**config.mk**
```make
export PLATFORM = sky130hd
export DESIGN_NAME = rb_param_bank
export DESIGN_NICKNAME = d
export VERILOG_FILES = /design/src/rtl/rb_param_bank.sv
export SDC_FILE = /design/constraint.sdc
export NUM_CORES = 1
export LEC_CHECK = 0
export CORE_MARGIN = 1.5
export CORE_UTILIZATION = 50
export DETAILED_ROUTE_END_ITERATION = 10
export HOLD_SLACK_MARGIN = 0.08
export PLACE_DENSITY = 0.73
export SKIP_CTS_REPAIR_TIMING = 1
export SLEW_MARGIN = 0
export SYNTH_ARGS = -nofsm -noshare
export SYNTH_HDL_FRONTEND = slang
export SYNTH_SLANG_ARGS = --single-unit
```
**constraint.sdc**
```tcl
create_clock -name clk -period 2.8 [get_ports clk]
set_clock_uncertainty 0.2 [all_clocks]
set_input_delay 0.56 -clock clk [delete_from_list [all_inputs] [get_ports clk]]
set_output_delay 0.56 -clock clk [all_outputs]
set_load 0.05 [all_outputs]
```
**src/rtl/rb_param_bank.sv**
```systemverilog
// Parametrised register bank: shadow/active config, W1C sticky status with irq masking, 1-cycle read path.
// Read data and read_valid arrive one cycle after the access; there is no backpressure.
module rb_param_bank #(
  parameter int ADR_BITS = 8,
  parameter int NUM_CFG  = 8,
  parameter int NUM_STS  = 4,
  parameter int CTRL_ADR = 63,
  parameter int STS_BASE = 64,
  parameter int MSK_BASE = 96,
  parameter logic [NUM_CFG*8-1:0] CFG_RESET = '0
) (
  input  logic                  clk,
  input  logic                  resetb,
  input  logic [ADR_BITS-1:0]   address,
  input  logic [7:0]            data_write_in,
  input  logic                  reg_en,
  input  logic                  write_en,
  output logic [7:0]            data_read_out,
  output logic                  read_valid,
  output logic [NUM_CFG*8-1:0]  cfg_out,
  output logic                  cfg_update,
  input  logic [NUM_STS*8-1:0]  sts_set,
  output logic                  irq
);

  logic [7:0]         shadow [NUM_CFG];
  logic [7:0]         sticky [NUM_STS];
  logic [7:0]         mask   [NUM_STS];
  logic               auto_commit;
  logic               err;

  logic [31:0]        adr_ext;
  logic [NUM_CFG-1:0] hit_cfg;
  logic [NUM_STS-1:0] hit_sts;
  logic [NUM_STS-1:0] hit_msk;
  logic               hit_ctrl;
  logic               mapped;
  logic               rd;
  logic               wr;
  logic [7:0]         rd_dat;
  logic               pend;

  assign adr_ext  = 32'(address);
  assign hit_ctrl = (adr_ext == 32'(CTRL_ADR));
  assign mapped   = (|hit_cfg) | hit_ctrl | (|hit_sts) | (|hit_msk);
  assign rd       = reg_en & ~write_en;
  assign wr       = reg_en & write_en;

  always_comb begin
    hit_cfg = '0;
    hit_sts = '0;
    hit_msk = '0;
    for (int i = 0; i < NUM_CFG; i++) hit_cfg[i] = (adr_ext == 32'(i));
    for (int j = 0; j < NUM_STS; j++) begin
      hit_sts[j] = (adr_ext == 32'(STS_BASE + j));
      hit_msk[j] = (adr_ext == 32'(MSK_BASE + j));
    end
  end

  // Unmapped addresses fall through to zero.
  always_comb begin
    rd_dat = 8'h00;
    for (int i = 0; i < NUM_CFG; i++) if (hit_cfg[i]) rd_dat = shadow[i];
    if (hit_ctrl) rd_dat = {5'b0, err, auto_commit, 1'b0};
    for (int j = 0; j < NUM_STS; j++) begin
      if (hit_sts[j]) rd_dat = sticky[j];
      if (hit_msk[j]) rd_dat = mask[j];
    end
  end

  always_comb begin
    pend = 1'b0;
    for (int j = 0; j < NUM_STS; j++) pend = pend | (|(sticky[j] & mask[j]));
  end

  always_ff @(posedge clk or negedge resetb) begin
    if (!resetb) begin
      for (int i = 0; i < NUM_CFG; i++) shadow[i] <= CFG_RESET[8*i +: 8];
      for (int j = 0; j < NUM_STS; j++) begin
        sticky[j] <= 8'h00;
        mask[j]   <= 8'h00;
      end
      cfg_out       <= CFG_RESET;
      cfg_update    <= 1'b0;
      auto_commit   <= 1'b0;
      err           <= 1'b0;
      data_read_out <= 8'h00;
      read_valid    <= 1'b0;
      irq           <= 1'b0;
    end else begin
      read_valid <= rd;
      if (rd) data_read_out <= rd_dat;
      cfg_update <= 1'b0;
      irq        <= pend;

      for (int i = 0; i < NUM_CFG; i++) begin
        if (wr && hit_cfg[i]) begin
          shadow[i] <= data_write_in;
          if (auto_commit) begin
            cfg_out[8*i +: 8] <= data_write_in;
            cfg_update        <= 1'b1;
          end
        end
      end

      // Commit copies the pre-edge shadow; CTRL never aliases a config address.
      if (wr && hit_ctrl) begin
        auto_commit <= data_write_in[1];
        if (data_write_in[0]) begin
          for (int i = 0; i < NUM_CFG; i++) cfg_out[8*i +: 8] <= shadow[i];
          cfg_update <= 1'b1;
        end
      end

      if (reg_en && !mapped)                     err <= 1'b1;
      else if (wr && hit_ctrl && data_write_in[2]) err <= 1'b0;

      for (int j = 0; j < NUM_STS; j++) begin
        sticky[j] <= (sticky[j] & ~((wr && hit_sts[j]) ? data_write_in : 8'h00))
                   | sts_set[8*j +: 8];
        if (wr && hit_msk[j]) mask[j] <= data_write_in;
      end
    end
  end

endmodule

```
-- Word level (Yosys, flattened, before mapping)
Cells that the tools add are included.
- output and inout port bits: 75
- input port bits: 52
- register bits after elaboration: 205
- logic and storage cells: 152
- reductions and logical operators: 29
- equality and inequality tests: 16
- mux-type cells: 59
- bitwise gates (word level): 25
- operator list (kind ; count):
    $mux 8 ; 37
    $mux 64 ; 2
    $and 8x8->8 ; 8
    $eq 8x7->1 const B ; 8
    $reduce_or 8->1 ; 5
    $eq 8x3->1 const B ; 4
    $logic_not 32->1 ; 1
    $not 8->8 ; 4
    $or 8x8->8 ; 4
    $mux 1 ; 20
    $logic_and 1x1->1 ; 19
    $eq 8x2->1 const B ; 2
    $eq 8x1->1 const B ; 1
    $eq 8x6->1 const B ; 1
    $reduce_or 4->1 ; 2
    $or 1x1->1 ; 6
    $and 1x1->1 ; 2
    $reduce_bool 2->1 ; 1
    $logic_not 1->1 ; 1
    $not 1->1 ; 1

-- Depth between registers and ports, before layout
- depth after elaboration: 19
- gate-level depth with buffers: 8
- depth with buffers taken out: 6

-- Worst setup path after synthesis
OpenSTA, ideal clock, no wires.
- kind: input -> register
- start point: input port address[4]
- end point: register cfg_out[14]
- path slack: 98 ps
- required time: 2463 ps
- data arrival time: 2365 ps
- buffers on the path: 3
- cell stages on the path: 8
- library setup time: 137 ps
- cell sequence: or4_1 buf_6 or4_4 buf_6 or2_1 buf_6 mux2i_1 a21oi_1
- word-level cells in the longest chain between the ends: 5
- elaborated cells on any way between the ends: 7
- those cells by class: 2 x eq/ne; 3 x mux; 2 x reduce/logical
- RTL lines (element ; line ; RTL):
    from (decl) ; 14 ; input logic [ADR_BITS-1:0] address,
    $eq 8x1->1 ; 53 ; for (int i = 0; i < NUM_CFG; i++) hit_cfg[i] = (adr_ext == 32'(i));
    $logic_and 1x1->1 ; 97 ; if (wr && hit_cfg[i]) begin
    $mux 8 ; 97 ;
    $mux 64 ; 109 ; if (data_write_in[0]) begin
    $mux 64 (*) ; 107 ; if (wr && hit_ctrl) begin
    to (signal, indexed assignment) ; 100 ; cfg_out[8*i +: 8] <= data_write_in;
    to (decl) ; 20 ; output logic [NUM_CFG*8-1:0] cfg_out,
Mark *: on every way between the ends. The rest lies on a longest branch, timed or not.
A chain may end at the register's enable or synchronous reset.

-- Worst setup path after layout
- start point: input port address[5]
- end point: register data_read_out[4]
- word-level cells in the longest chain between the ends: 18
- elaborated cells on any way between the ends: 34
- those cells by class: 16 x eq/ne; 17 x mux; 1 x reduce/logical
- RTL lines (element ; line ; RTL):
    $logic_not 32->1 ; 53 ;
    $mux 8 (8 in a row) ; 63 ; for (int i = 0; i < NUM_CFG; i++) if (hit_cfg[i]) rd_dat = shadow[i];
    $mux 8 ; 64 ; if (hit_ctrl) rd_dat = {5'b0, err, auto_commit, 1'b0};
    $mux 8 ; 66 ; if (hit_sts[j]) rd_dat = sticky[j];
    $mux 8 ; 67 ; if (hit_msk[j]) rd_dat = mask[j];
    $mux 8 ; 66 ;
    $mux 8 ; 67 ;
    $mux 8 ; 66 ;
    $mux 8 ; 67 ;
    $mux 8 ; 66 ;
    $mux 8 (*) ; 67 ;
    to (signal assigned) ; 92 ; if (rd) data_read_out <= rd_dat;
    to (decl) ; 18 ; output logic [7:0] data_read_out,
Marked as above.

==> run_results.csv <==
group,metric,value,unit
route,vias,7824,
timing,post-route-period-util,0.971,
synthesis,ys_async_sr_fraction,1.00,
critical_path,critical_path_class,"primary input to flop",
critical_path,worstPathMaxFanout,24,
final_layout,utilization,0.659,
route,antenna_left,0,
synthesis,synth_cell_type_count,56,
pwr,finalPower,7000,uW
run,max_cap_violations,0,
final_layout,fill_cells,1563,
die,die_w,143,um
grt,grt_pass1_wl,45.2,mm
clock_tree,clkLatencyLatePin,0.52,ns
outcome,status,"finished, final reports clean",
timing,max_freq,0.368,GHz
timing,fin_crit,2.72,ns
final_layout,antenna_cells,0,
die,ioPinCount,127,
critical_path,cp_data_required_time,2.99,ns
timing,hold_violations,0,
timing,worst_slew_pin_slew,0.701,ns
pwr,ir_worst_vdd,0.591,mV
synthesis,synth_area,9860,um2
timing,finalSetupViolations,0,
synthesis,synthTopCellsByArea,"dfrtp_1 52%, mux2_2 11%, mux2i_1 7.0%, a21oi_1 3.9%, nor2_1 3.4%",
pwr,p_leak,0.00622,uW
critical_path,cp-end-kind,"flop",
synthesis,yosysTopAreaCell,"dfrtp_1",
final_layout,synthToLayoutAreaGrowth,29.7,%
die,initial_core_util,0.508,
die,dieArea,20600,um2
synthesis,synth_edf_count,0,
final_layout,final_common_cell,"dfrtp_1",
synthesis,ys_warn_count,0,
critical_path,cp_data_arrival_time,2.91,ns
final_layout,fin_nets,1108,
place,gp_congestion,0.952,
route,post_drt_wl_per_cell,21.9,um
grt,antenna_found_initial,0,
clock_tree,cts_tree,"built",
final_layout,layout-drive-gt1-share,0.246,
place,io_buffers,126,
timing,relSlewSlack,0.532,
synthesis,ys.flop_type,"dfrtp_1",
grt,overflow,0,
synthesis,synthesis.nets,922,
die,rows,51,
clock_tree,clockRootBuffer,"clkbuf_16",
clock_tree,htree_num_levels,1,
route,drt_iter0_markers,572,
clock_tree,numClockSinks,205,
final_layout,layout_common_cells,"205 x dfrtp_1, 123 x clkdlybuf4s50_1, 100 x mux2_2",
synthesis,syn_area_per_cell,11.3,um2
grt,grt_max_degree,68,
route,routed_wl,29.3,mm
synthesis,synth.top_cell.area_share,0.520,
clock_tree,cts_buffer_depth,3,
grt,track_usage,0.292,
pwr,power_per_cell_area,548,nW/um2
critical_path,reg2reg_slack,0.72,ns
synthesis,netlist_instances,870,
critical_path,startpoint_type,"primary input",
die,core,19400,um2
place,hpwl,20.5,mm
clock_tree,cts_made_buffers,22,
timing,slew_violations,0,
grt,grt_pass1_vias,7720,
hold_path,hp-class,"flop to flop",
die,die_h,143,um
clock_tree,clkTransAtPathRegs,0.06,ns
synthesis,yosysSeqAreaShare,0.520,
route,vias_per_cell,5.85,
synthesis,synth_seq_cells,205,
route,drc_errors,0,
route,dr.pass1.iters,5,
-- layout make-up --
class	instances	area, um2	area share
tap	265	332	0.0259
sequential	205	5130	0.401
multi-input combinational	600	4470	0.350
clock inverter	12	131	0.0103
inverter	6	22.5	0.00176
timing repair buffer	221	2110	0.165
clock buffer	28	593	0.0464
-- power breakdown --
group          switching (uW)  internal (uW)
Sequential               83.5           3070
Combinational             570            358
Clock                    1230           1700
Total                    1880           5120
-- critical path, cell delays in order --
cell	delay, ns
clkdlybuf4s50_1	0.50
buf_4	0.28
or2_2	0.18
nor2_2	0.03
buf_4	0.16
a22o_1	0.24
a2111oi_1	0.69
buf_4	0.22
a21oi_1	0.06
-- metal layers --
metal / part of all wire / vias up / global-route usage
li1: - / 3540 / -
met1: 0.45 / 3928 / 0.427
met2: 0.46 / 311 / 0.452
met3: 0.068 / 45 / 0.0523
met4: 0.023 / 0 / 0.0693
met5: 0 / - / 0
-- flip-flops by register name, indices dropped and copies added (netlist names), 8 cells and up --
signal and cells:
cfg_out 64, data_read_out 8, mask 32, shadow 64, sticky 32
-- synthesized netlist by cell type, types with 2 or more instances --
cell       instances
clkinv_1           3
and3b_1            2
o21a_1             2
nor4_4             3
buf_2              4
and2_1             6
nor4_1             5
nor3_1            11
nor2_2             3
a221oi_1           3
or3_1              5
nand4_2            3
o22ai_1            2
o21ai_0           11
nand3_1           13
a311o_1            2
inv_1              3
nand4b_1           2
a22o_1             7
nand4_1            6
a31oi_1            6
mux4_2            13
or4_1              2
nor3b_1            2
mux2_2           100
nand2b_1           5
buf_6              3
clkbuf_1          52
mux2i_1           69
dfrtp_1          205
a21oi_1           76
o221a_2            2
nor2_1            89
o221ai_1           3
a2111oi_0          7
nand2_1           67
a22oi_1           15
a21o_1            34
nor2b_1            5
a32oi_1            3
-- kinds of logic (layout without fill, tap and decap cells) --
family	after synthesis	after routing	share of synthesized area
AOI/OAI and AO/OA	179	179	0.118
muxes	182	182	0.214
DFF	205	205	0.520
buffers and inverters	65	267	0.0275
and+or+nand+nor	239	239	0.120
-- path summary, 6_finish.rpt --
| path | startpoint | to | cells past startpoint |
|---|---|---|---|
| max | address[5] | data_read_out[4] | 9 |
| min | sticky[20] | sticky[20] | 1 |
| max reg2reg | shadow[23] | data_read_out[7] | 5 |
| min reg2reg | sticky[20] | sticky[20] | 1 |
| max in group asynchronous | resetb | mask[5] | 3 |
| min in group asynchronous | resetb | cfg_out[4] | 2 |
-- per-stage QoR --
| step | setup TNS [ns] | hold WS (ns) | std cells | worst slack [ns] | cell area, um2 |
|---|---|---|---|---|---|
| 5_1_grt | -0.00159 | 0.335 | 1337 | -0.00159 | 12800 |
| 3_5_place_dp | -19.76 | 0.310 | 1296 | -0.361 | 12100 |
| 3_3_place_gp | -17.54 | 0.298 | 1296 | -0.308 | 12100 |
| 4_1_cts | 0 | -0.220 | 1336 | 0.163 | 12800 |
| 2_1_floorplan | 0 | 0.0644 | 870 | 0.0979 | 9860 |
| 6_report | 0 | 0.324 | 1337 | 0.0809 | 12800 |
No activity file was read; power rests on OpenSTA's default activity.
